**src/rtl/xadc_drp_sched.sv**
```systemverilog
// xadc_drp_sched: arbitrates the single XADC DRP port between a round-robin
// scan of four auxiliary channels (kicked by end-of-conversion) and a host
// read/write port. Keeps the latest upper byte of each scanned channel.
module xadc_drp_sched #(
  parameter logic [6:0]  CH0_ADDR = 7'h1E,
  parameter logic [6:0]  CH1_ADDR = 7'h17,
  parameter logic [6:0]  CH2_ADDR = 7'h1F,
  parameter logic [6:0]  CH3_ADDR = 7'h16,
  parameter int unsigned TIMEOUT  = 64
) (
  input  logic        clk,
  input  logic        rst_n,
  input  logic        eoc_in,
  output logic        drp_den,
  output logic        drp_dwe,
  output logic [6:0]  drp_daddr,
  output logic [15:0] drp_di,
  input  logic [15:0] drp_do,
  input  logic        drp_drdy,
  input  logic        host_req,
  input  logic        host_we,
  input  logic [6:0]  host_addr,
  input  logic [15:0] host_wdata,
  output logic        host_ack,
  output logic        host_err,
  output logic [15:0] host_rdata,
  output logic [7:0]  data0,
  output logic [7:0]  data1,
  output logic [7:0]  data2,
  output logic [7:0]  data3,
  output logic        sample_stb,
  output logic [1:0]  sample_idx,
  output logic        eoc_ovr
);

  typedef enum logic [1:0] {
    S_IDLE  = 2'd0,
    S_ISSUE = 2'd1,
    S_WAIT  = 2'd2,
    S_DONE  = 2'd3
  } state_t;

  // WAIT starts one cycle after den, so DONE lands exactly TIMEOUT cycles after den
  localparam logic [7:0] CNT_LAST = 8'(TIMEOUT - 1);

  state_t          state_q, state_d;
  logic            scan_pend_q, scan_pend_d;
  logic            eoc_ovr_q, eoc_ovr_d;
  logic            last_host_q, last_host_d;
  logic [1:0]      slot_q, slot_d;
  logic            is_host_q, is_host_d;
  logic            dwe_q, dwe_d;
  logic [6:0]      daddr_q, daddr_d;
  logic [15:0]     di_q, di_d;
  logic [7:0]      cnt_q, cnt_d;
  logic            host_ack_q, host_ack_d;
  logic            host_err_q, host_err_d;
  logic [15:0]     host_rdata_q, host_rdata_d;
  logic [3:0][7:0] data_q, data_d;
  logic            sample_stb_q, sample_stb_d;
  logic [1:0]      sample_idx_q, sample_idx_d;

  logic [6:0]      slot_addr;
  logic            grant_host;
  logic            grant_scan;
  logic            done_ok;
  logic            done_err;

  // DRP address of the current scan slot
  always_comb begin
    case (slot_q)
      2'd0:    slot_addr = CH0_ADDR;
      2'd1:    slot_addr = CH1_ADDR;
      2'd2:    slot_addr = CH2_ADDR;
      default: slot_addr = CH3_ADDR;
    endcase
  end

  // Arbitration, access sequencing and completion bookkeeping
  always_comb begin
    state_d      = state_q;
    scan_pend_d  = scan_pend_q;
    eoc_ovr_d    = eoc_ovr_q | (eoc_in & scan_pend_q);
    last_host_d  = last_host_q;
    slot_d       = slot_q;
    is_host_d    = is_host_q;
    dwe_d        = dwe_q;
    daddr_d      = daddr_q;
    di_d         = di_q;
    cnt_d        = cnt_q;
    host_ack_d   = 1'b0;
    host_err_d   = 1'b0;
    host_rdata_d = host_rdata_q;
    data_d       = data_q;
    sample_stb_d = 1'b0;
    sample_idx_d = sample_idx_q;
    grant_host   = 1'b0;
    grant_scan   = 1'b0;
    done_ok      = 1'b0;
    done_err     = 1'b0;

    case (state_q)
      S_IDLE: begin
        if (scan_pend_q || host_req) begin
          // On contention the requester not served last wins
          grant_host  = (scan_pend_q && host_req) ? ~last_host_q : host_req;
          grant_scan  = ~grant_host;
          state_d     = S_ISSUE;
          is_host_d   = grant_host;
          last_host_d = grant_host;
          if (grant_host) begin
            dwe_d   = host_we;
            daddr_d = host_addr;
            di_d    = host_wdata;
          end else begin
            dwe_d   = 1'b0;
            daddr_d = slot_addr;
            di_d    = '0;
          end
        end
      end
      S_ISSUE: begin
        cnt_d = 8'd1;
        if (drp_drdy) done_ok = 1'b1;
        else          state_d = S_WAIT;
      end
      S_WAIT: begin
        if (drp_drdy)               done_ok  = 1'b1;
        else if (cnt_q == CNT_LAST) done_err = 1'b1;
        else                        cnt_d    = cnt_q + 8'd1;
      end
      default: state_d = S_IDLE;
    endcase

    if (grant_scan) scan_pend_d = 1'b0;
    if (eoc_in)     scan_pend_d = 1'b1;

    // Result registers are loaded on entry to DONE so the pulses line up with it
    if (done_ok || done_err) begin
      state_d = S_DONE;
      if (is_host_q) begin
        host_ack_d = done_ok;
        host_err_d = done_err;
        if (done_ok && !dwe_q) host_rdata_d = drp_do;
      end else begin
        slot_d = slot_q + 2'd1;
        if (done_ok) begin
          data_d[slot_q] = drp_do[15:8];
          sample_stb_d   = 1'b1;
          sample_idx_d   = slot_q;
        end
      end
    end
  end

  // State and datapath registers
  always_ff @(posedge clk or negedge rst_n) begin
    if (!rst_n) begin
      state_q      <= S_IDLE;
      scan_pend_q  <= 1'b0;
      eoc_ovr_q    <= 1'b0;
      last_host_q  <= 1'b0;
      slot_q       <= '0;
      is_host_q    <= 1'b0;
      dwe_q        <= 1'b0;
      daddr_q      <= '0;
      di_q         <= '0;
      cnt_q        <= '0;
      host_ack_q   <= 1'b0;
      host_err_q   <= 1'b0;
      host_rdata_q <= '0;
      data_q       <= '0;
      sample_stb_q <= 1'b0;
      sample_idx_q <= '0;
    end else begin
      state_q      <= state_d;
      scan_pend_q  <= scan_pend_d;
      eoc_ovr_q    <= eoc_ovr_d;
      last_host_q  <= last_host_d;
      slot_q       <= slot_d;
      is_host_q    <= is_host_d;
      dwe_q        <= dwe_d;
      daddr_q      <= daddr_d;
      di_q         <= di_d;
      cnt_q        <= cnt_d;
      host_ack_q   <= host_ack_d;
      host_err_q   <= host_err_d;
      host_rdata_q <= host_rdata_d;
      data_q       <= data_d;
      sample_stb_q <= sample_stb_d;
      sample_idx_q <= sample_idx_d;
    end
  end

  assign drp_den    = (state_q == S_ISSUE);
  assign drp_dwe    = drp_den & dwe_q;
  assign drp_daddr  = daddr_q;
  assign drp_di     = di_q;
  assign host_ack   = host_ack_q;
  assign host_err   = host_err_q;
  assign host_rdata = host_rdata_q;
  assign data0      = data_q[0];
  assign data1      = data_q[1];
  assign data2      = data_q[2];
  assign data3      = data_q[3];
  assign sample_stb = sample_stb_q;
  assign sample_idx = sample_idx_q;
  assign eoc_ovr    = eoc_ovr_q;

endmodule

```
**config.mk**
```make
export PLATFORM = sky130hd
export DESIGN_NAME = xadc_drp_sched
export DESIGN_NICKNAME = d
export VERILOG_FILES = /design/src/rtl/xadc_drp_sched.sv
export SDC_FILE = /design/constraint.sdc
export NUM_CORES = 1
export LEC_CHECK = 0
export CORE_ASPECT_RATIO = 1.2
export CORE_MARGIN = 2
export CORE_UTILIZATION = 49
export CTS_CLUSTER_DIAMETER = 50
export DETAILED_ROUTE_END_ITERATION = 6
export GPL_TIMING_DRIVEN = 1
export PLACE_DENSITY = 0.85
export SYNTH_ARGS = -nofsm -noshare
export SYNTH_HDL_FRONTEND = slang
export SYNTH_SLANG_ARGS = --single-unit
```
**constraint.sdc**
```tcl
create_clock -name clk -period 3.9 [get_ports clk]
set_input_delay 0.39 -clock clk [delete_from_list [all_inputs] [get_ports clk]]
set_output_delay 0.39 -clock clk [all_outputs]
set_load 0.01 [all_outputs]
```
Word-level counts from Yosys, hierarchy flattened
Index checks and enable logic that the tools add are counted.
{ "classes": {"addsub": 2, "n_lt_le_gt_ge": 2, "eq_ne": 10, "mux": 31, "n_bitwise": 5, "reduce_logical": 17} }
{ "ops": {"columns": ["operator", "n"], "rows": [
  ["bitwise mux 32 bit", 1],
  ["2-to-1 mux 8 bit", 3],
  ["2-to-1 mux 1 bit", 18],
  ["demux 8 bit (select 2 bit)", 1],
  ["2-to-1 mux 16 bit", 1],
  ["case mux 8 bit (2 select lines)", 1],
  ["case mux 4 bit (3 select lines)", 1],
  ["AND reduction 3 bit", 4],
  ["adder 8 x 1 -> 8 bit (second input constant)", 1],
  ["== test 8 x 6 -> 1 bit (second input constant)", 1],
  ["2-to-1 mux 7 bit", 1],
  ["2-to-1 mux 2 bit", 3],
  ["!= test 2 bit (second input constant)", 3],
  ["case mux 2 bit (3 select lines)", 1],
  ["== test 2 x 1 -> 1 bit (second input constant)", 2],
  ["== test 2 bit (second input constant)", 2],
  ["zero test 2 bit", 2],
  ["AND reduction 2 bit", 2],
  ["nonzero test 2 bit", 2],
  ["logical AND 1 bit", 3],
  ["less-than comparator 2 x 3 -> 1 bit (second input constant)", 1],
  ["!= test 3 x 2 -> 1 bit (second input constant)", 1],
  ["!= test 3 bit (second input constant)", 1],
  ["adder 2 x 1 -> 2 bit (second input constant)", 1],
  ["other kinds (7)", 10]
]} }
{ "totals": {"register_bits": 92, "in_bits": 45, "out_inout_bits": 79, "elab_cells": 85} }

Longest topological paths before layout
Gate-level depths: netlist (run 1).
{ "logic_depth": {"ltp_word": 7, "depth_mapped": 8} }

Least setup slack after synthesis (run 1)
Ideal clock, no wire load.
{ "synth_path": {"kind": "reg2reg", "start": "reg state_q[1]", "end": "reg cnt_q[5]", "setup_time_ps": 77, "t_arrival_ps": 1640, "t_required_ps": 3823, "path_slack_ps": 2182, "path_stages_with_launch": 8, "path_buffers": 1, "path_cell_list": "dfrtp_1 > inv_1 > ha_1 > a21boi_2 > o21ai_2 > buf_6 > or4_1 > a21oi_1"} }
{ "synth_via": {"elab_chain_cells": 3, "elab_cells_between_ends": 7} }
{ "synth_rtl": {"columns": ["item", "line", "rtl"], "rows": [
  ["start: declaration", "46", "state_t state_q, state_d;"],
  ["start signal: assignment", "176", "state_q <= state_d;"],
  ["== test 2 bit or == test 2 x 1 -> 1 bit (tied branches)", "102", "case (state_q)"],
  ["!= test 2 bit (no line) or nonzero test 2 bit (tied branches)", null, null],
  ["AND reduction 3 bit (no line)", null, null],
  ["end signal: assignment", "185", "cnt_q <= cnt_d;"],
  ["end: declaration", "55", "logic [7:0] cnt_q, cnt_d;"]
]} }
Parallel ways exist; a longest one is shown, timed or not.
A chain may end at the register's enable or synchronous reset.

Final worst setup path (run 1)
{ "layout_path": {"start": "reg state_q[1]", "end": "out drp_dwe"} }
{ "layout_via": {"elab_chain_cells": 2} }
{ "layout_rtl": {"columns": ["item", "line", "rtl"], "rows": [
  ["== test 2 x 1 -> 1 bit", "195", "assign drp_den = (state_q == S_ISSUE);"],
  ["AND 1 bit", "196", "assign drp_dwe = drp_den & dwe_q;"],
  ["end: declaration", "15", "output logic drp_dwe,"]
]} }
No other way between the ends.

==> reports/qor.yml, run 1 <==
yosys:
  yosysTopAreaCell: "dfrtp_1"
  ys_top_cells_by_count: "92 x dfrtp_1, 47 x mux2_2, 19 x a22o_1"
  synth.area.top_cells: "dfrtp_1 62%, mux2_2 14%, a22o_1 4.5%"
  ys.flop_type: "dfrtp_1"
  yosys_warnings: 0
  syn_inst: 266
  yosysTopAreaCellShare: 0.617
  synth_nets: 320
  synth-edff-count: 0
  synth.avg_cell_area_um2: 14.0
  synthDistinctLibCells: 42
  syn-cell-area_um2: 3730
  synthArstFlopShare: 1.00
  yosysSeqAreaShare: 0.617
  synth_seq_cells: 92
  synth.most_common_cell: "dfrtp_1"
power:
  ir_drop_mv: 0.469
  power_density_nw_per_um2: 795
  p_leak_nw: 2.26
finish:
  diodes: 0
  register_area_um2: 2300
  fill_cells: 502
  fin_nets: 445
  syn_to_final_growth_pct: 39.6
  multiInputGateArea_um2: 1340
  drive_above_1_share: 0.185
placed_design:
  preCtsSetupSlack_ns: 1.60
  hpwl_um: 5930
  port_buffers: 123
  gp_congestion: 0.797
grt:
  antenna_found_initial: 0
  grt_overflow_total: 0
  grt_pass1_vias: 2781
  grt_max_degree: 93
  grt_first_pass_wirelength_um: 13800
  grt.total_usage: 0.208
routing:
  drt_wl_total_um: 8300
  first_iter_violations: 121
  drc: 0
  vias_per_cell: 5.51
  vias: 2673
  ant_nets: 0
  detail_route.wl_per_cell_um: 17.1
  drt_first_pass_iters: 4
run_status:
  outcome: "finished, final reports clean"
timing:
  worst_slew_pin_slew_ns: 1.12
  fin_ws_ns: 1.72
  finalCriticalPeriod_ns: 2.18
  finalSetupViolations: 0
  setup_tns_ns: 0
  clock_skew_ns: 0.0106
  rsz0062_at_grt: "false"
  finalCritPeriodShare: 0.558
  fmax_mhz: 460
  slew_violations: 0
  maxSlewHeadroom: 0.251
  hold_violations: 0
clock_tree:
  clock-sinks: 92
  cts_root_buffer: "clkbuf_8"
  cts_tree: "built"
  cts_buffers: 9
  cts-resized-gates: 0
  cts_hold_buf: 0
  ctsLongestPathBuffers: 2
  path_clk_slew_ns: 0.10
  clk_latency_ns: 0.35
  cts_htree_levels: 3
  post_cts_buffers: 0
run:
  max-cap-violations: 0
critical_path:
  end_kind: "primary output"
  critical_path_required_ns: 3.51
  cp_data_arrival_time_ns: 1.79
  r2r_end: "host_rdata[2]"
  timing.rr.start: "state_q[1]"
  worst-r2r-cell-count: 5
  r2r_slack_ns: 1.75
  cp_max_fo: 4
  critical_path_class: "register to primary output"
  cp-start-kind: "register"
hold_path:
  hold_path.class: "input port to async pin"
floorplanning:
  dieArea_um2: 8330
  die_h_um: 99.6
  ios: 124
  rows: 34
  coreArea_um2: 7320
  start_util: 0.510
  fp.dieW_um: 83.7
-- area by class of cell --
class	count	share of cell area
multi-input cells	157	0.257
well taps	90	0.0216
inverters	8	0.00576
clock inverters	6	0.0137
flip-flops and latches	92	0.442
clock buffers	9	0.0238
repair buffers	123	0.236
-- cells by family after synthesis --
kind of cell	synth area share
AO/OA/AOI/OAI	0.0996
XOR/XNOR	0.00235
adder cells (fa/ha/maj)	0.0302
buffers and inverters	0.0245
flip-flops	0.617
multiplexers	0.157
AND/OR/NAND/NOR	0.0691
-- metrics by stage --
step	cell area (µm²)	hold WS [ns]	utilization	instances	total power, mW
3_5_place_dp	5010	0.450	0.685	470	3.52
4_1_cts	5210	0.284	0.712	485	4.17
2_1_floorplan	3730	0.0944	-	266	2.57
5_1_grt	5210	0.338	0.712	485	4.39
6_report	5210	0.211	0.712	485	4.14
3_3_place_gp	5010	0.450	0.685	470	3.44
-- sequential cells by signal, indices dropped and copies added, names as in the netlist --
signal and count:
drp_di 16, host_rdata 16, cnt_q 8, data0 8, data1 8, data2 8, data3 8, drp_daddr 7
sample_idx 2, slot_q 2, state_q 2, dwe_q 1, eoc_ovr 1, host_ack 1, host_err 1, is_host_q 1
sample_stb 1, scan_pend_q 1
-- how the worst max path moves through the flow --
stage / start / endpoint / slack, ns / cells past startpoint
floorplan: state_q[1] / cnt_q[5] / 2.18 / 7
global placement: drp_drdy / host_rdata[3] / 1.67 / 4
CTS: state_q[1] / drp_dwe / 1.73 / 4
global route: state_q[0] / host_rdata[5] / 1.61 / 5
detailed placement: drp_drdy / host_rdata[7] / 1.60 / 4
finish: state_q[1] / drp_dwe / 1.72 / 4
-- report_power, final --
group	switching (mW)	leakage [nW]	internal (mW)
Clock	0.343	0.0927	0.300
Combinational	0.808	1.03	1.10
Sequential	0.240	1.14	1.35
Total	1.39	2.26	2.75
-- critical path, stage by stage (launching register included) --
cell and delay, ns:
dfrtp_1 0.42, inv_1 0.10, ha_1 0.24, and2_1 0.15
clkdlybuf4s50_1 0.53
-- per-layer routing --
metal	share of wire	track usage
met3	0.057	0.0473
met5	0	0
met1	0.43	0.277
met2	0.50	0.341
met4	0.016	0.0670
-- placed cells by master (no fill, tap or decap), types with 2 or more instances in the layout --
cell / count
a211oi_1: 2
a21o_1: 2
a21oi_1: 2
a221o_1: 2
a22o_1: 19
and3_1: 2
clkbuf_8: 9
clkdlybuf4s50_1: 122
clkinvlp_4: 2
dfrtp_1: 92
ha_1: 9
inv_1: 8
inv_6: 3
mux2_1: 2
mux2_2: 47
mux2i_1: 2
nand2_1: 14
nand2_2: 4
nand3_1: 6
nand4b_1: 3
nor2_1: 6
nor2b_1: 2
nor3_1: 2
o211ai_1: 3
o21ai_0: 6
o21ai_2: 2
o22a_1: 3
or4_1: 3
(Power assumes the default switching activity.)
==> run 2, diff against run 1 <==
--- a/config.mk
+++ b/config.mk
@@ -7,11 +7,11 @@
 export LEC_CHECK = 0
 export CORE_ASPECT_RATIO = 1.2
 export CORE_MARGIN = 2
-export CORE_UTILIZATION = 49
+export CORE_UTILIZATION = 41
 export CTS_CLUSTER_DIAMETER = 50
 export DETAILED_ROUTE_END_ITERATION = 6
 export GPL_TIMING_DRIVEN = 1
-export PLACE_DENSITY = 0.85
+export PLACE_DENSITY = 0.76
 export SYNTH_ARGS = -nofsm -noshare
 export SYNTH_HDL_FRONTEND = slang
 export SYNTH_SLANG_ARGS = --single-unit
==> constraint.sdc (replaced) <==
create_clock -name clk -period 1.84 [get_ports clk]
set_input_delay 0.184 -clock clk [delete_from_list [all_inputs] [get_ports clk]]
set_output_delay 0.184 -clock clk [all_outputs]
set_load 0.01 [all_outputs]
==> run 2 against run 1 <==
Against the previous run: clock-buffer cell count up 2; cell count up 9.7%; clock skew increased by 0.00082 ns; highest routed layer unchanged; critical path depth increased by 2; first-iteration DRC count fell by 1.7%.
==> reports/qor.yml, run 2 (synthesized netlist as in run 1, its figures left out) <==
critical_path:
  cp_data_arrival_time_ns: 2.04  # was 1.79 ns
  crit_buf_inv: 1  # was 2
  r2r_slack_ns: 0.05  # was 1.75 ns
  critical_path_class: "register to register"  # was register to primary output
  critPathTopFamily: "simple AND/OR/NAND/NOR gates"  # was buffers and inverters
  cp_max_fo: 8  # was 4
  r2r_end: "cnt_q[7]"  # was host_rdata[2]
  timing.rr.start: "state_q[1]"  # unchanged
  cp-start-kind: "register"  # unchanged
  crit_chain: "inv_2 > ha_4 > a21boi_4 > o21ai_2 > or4_1 > mux2i_1"  # was inv_1 > ha_1 > and2_1 > clkdlybuf4s50_1
  crit_path_top_delay_cell: "or4_1"  # was clkdlybuf4s50_1
  worst-r2r-cell-count: 6  # was 5
  critical_path_required_ns: 2.09  # was 3.51 ns
  slowest_delay_ns: 0.43  # was 0.53 ns
  cp-startpoint: "state_q[1]"  # unchanged
  end_kind: "register"  # was primary output
clock_tree:
  path_clk_slew_ns: 0.08  # was 0.10 ns
  cts_htree_levels: 3  # unchanged
  ctsLongestPathBuffers: 2  # unchanged
  cts_tree: "built"  # unchanged
  cts_buffers: 9  # unchanged
  cts_root_buffer: "clkbuf_8"  # unchanged
  clock-sinks: 92  # unchanged
  clk_latency_ns: 0.36  # was 0.35 ns
timing:
  fin_ws_ns: 0.0485  # was 1.72 ns
  maxSlewHeadroom: 0.676  # was 0.251
  finalSetupViolations: 0  # unchanged
  finalCritPeriodShare: 0.974
  finalCriticalPeriod_ns: 1.79
  slew_violations: 0  # unchanged
  clock_skew_ns: 0.0115  # was 0.0106 ns
  setup_tns_ns: 0  # unchanged
  hold_violations: 0  # unchanged
  rsz0062_at_grt: "true"  # was false
  fmax_mhz: 558
  worst_slew_pin_slew_ns: 0.486  # was 1.12 ns
placed_design:
  gp_congestion: 0.875  # was 0.797
  hpwl_um: 6440  # was 5930 µm
  preCtsSetupSlack_ns: -0.0129  # was 1.60 ns
  port_buffers: 123  # unchanged
  placed_area_um2: 5160  # was 5010 µm²
routing:
  drt_first_pass_iters: 5  # was 4
  vias_per_cell: 5.11  # was 5.51
  vias: 2719  # was 2,673
  drc: 0  # unchanged
  first_iter_violations: 119  # was 121
  detail_route.wl_per_cell_um: 16.4  # was 17.1 µm
  drt_wl_total_um: 8710  # was 8300 µm
  ant_nets: 0  # unchanged
grt:
  grt.total_usage: 0.182  # was 0.208
  grt_first_pass_wirelength_um: 14000  # was 13,800 µm
  antenna_found_initial: 0  # unchanged
  grt_pass1_vias: 2734  # was 2,781
  grt_max_degree: 42  # was 93
  grt_overflow_total: 0  # unchanged
run_status:
  outcome: "finished, final reports clean"  # unchanged
finish:
  layout_commonest_cell: "clkdlybuf4s50_1"  # unchanged
  fill_cells: 712  # was 502
  fin_nets: 461  # was 445
  drive_above_1_share: 0.228  # was 0.185
  fin_area_um2: 5520  # was 5210 µm²
  syn_to_final_growth_pct: 47.8  # was 39.6%
  diodes: 0  # unchanged
  final_cell_mix: "120 x clkdlybuf4s50_1, 92 x dfrtp_1, 47 x mux2_2"  # was 122 x clkdlybuf4s50_1, 92 x dfrtp_1, 47 x mux2_2
floorplanning:
  start_util: 0.417  # was 0.510
  rows: 38  # was 34
  dieArea_um2: 9880  # was 8330 µm²
  fp.dieW_um: 91.1  # was 83.7 µm
  die_h_um: 109  # was 99.6 µm
  ios: 124  # unchanged
  coreArea_um2: 8940  # was 7320 µm²
run:
  max-cap-violations: 0  # unchanged
power:
  power_density_nw_per_um2: 1700  # was 795 nW/µm²
  p_leak_nw: 2.44  # was 2.26 nW
  ir_drop_mv: 0.549  # was 0.469 mV
hold_path:
  hold_path.class: "input port to async pin"  # unchanged
[run 2: cell types whose count changed in the layout (fill, tap and decap cells not counted), moves of 2 or more]
cell,before,now
ha_4,0,3
ha_1,9,6
nand2_2,4,0
clkdlybuf4s50_1,122,120
clkbuf_8,9,11
inv_6,3,1
buf_12,0,3
clkinvlp_4,2,0
buf_4,1,13
nand2_4,0,4
[run 2: worst max-delay path by stage]
stage	to	slack [ns]	cells past startpoint
global route	slot_q[1]	-0.05	6
detailed placement	cnt_q[7]	-0.01	6
CTS	cnt_q[5]	-0.01	6
global placement	cnt_q[7]	0.07	6
floorplan	cnt_q[5]	0.12	7
finish	cnt_q[7]	0.05	6
[run 2: stage by stage]
step	power, mW	cells	utilization	hold WS [ns]
after detailed placement	7.63	511	0.577	0.185
after global placement	7.49	511	0.577	0.178
final	9.38	532	0.617	0.319
after global routing	9.97	532	0.617	0.351
after CTS	9.21	528	0.605	0.322
after floorplan	5.44	266	-	-0.112
[run 2: worst reg2reg max path, delay by kind of cell (launching register included)]
family | cells | cell delay (ns)
simple gates | 1 | 0.43
flops | 1 | 0.42
fa+ha+maj | 1 | 0.31
compound gates | 2 | 0.30
mux | 1 | 0.13
buf+inv | 1 | 0.09
[run 2: cell type report]
type / instances / area (µm²) / share of cell area
timing repair buffer: 139 / 1390 / 0.252
multi-input combinational: 157 / 1410 / 0.255
inverter: 8 / 30.0 / 0.00544
tap: 120 / 150 / 0.0272
clock inverter: 5 / 82.6 / 0.0150
sequential: 92 / 2300 / 0.417
clock buffer: 11 / 151 / 0.0275
[run 2: power breakdown]
part / internal [mW] / switching [mW] / total [mW]
registers: 2.86 / 0.507 / 3.37
logic: 2.63 / 1.84 / 4.47
clock network: 0.844 / 0.705 / 1.55
total: 6.33 / 3.05 / 9.38
[run 2: timing repair]
action / 4_1_cts / 5_1_grt
setup endpoints to repair: 4 / 38
hold buffers: 1 / 0
resized for setup: 3 / 13
endpoints found under the hold margin: 35 / 0
setup buffers: 0 / 4
pin swaps: 0 / 1
cloned: 0 / 0
[run 2: routing by layer]
| metal | global-route usage | vias to the layer above | wire [µm] |
|---|---|---|---|
| met4 | 0.0693 | 0 | 153 |
| met2 | 0.288 | 97 | 4320 |
| met3 | 0.0516 | 12 | 496 |
| met5 | 0 | - | 0 |
| li1 | - | 1254 | - |
| met1 | 0.240 | 1356 | 3740 |
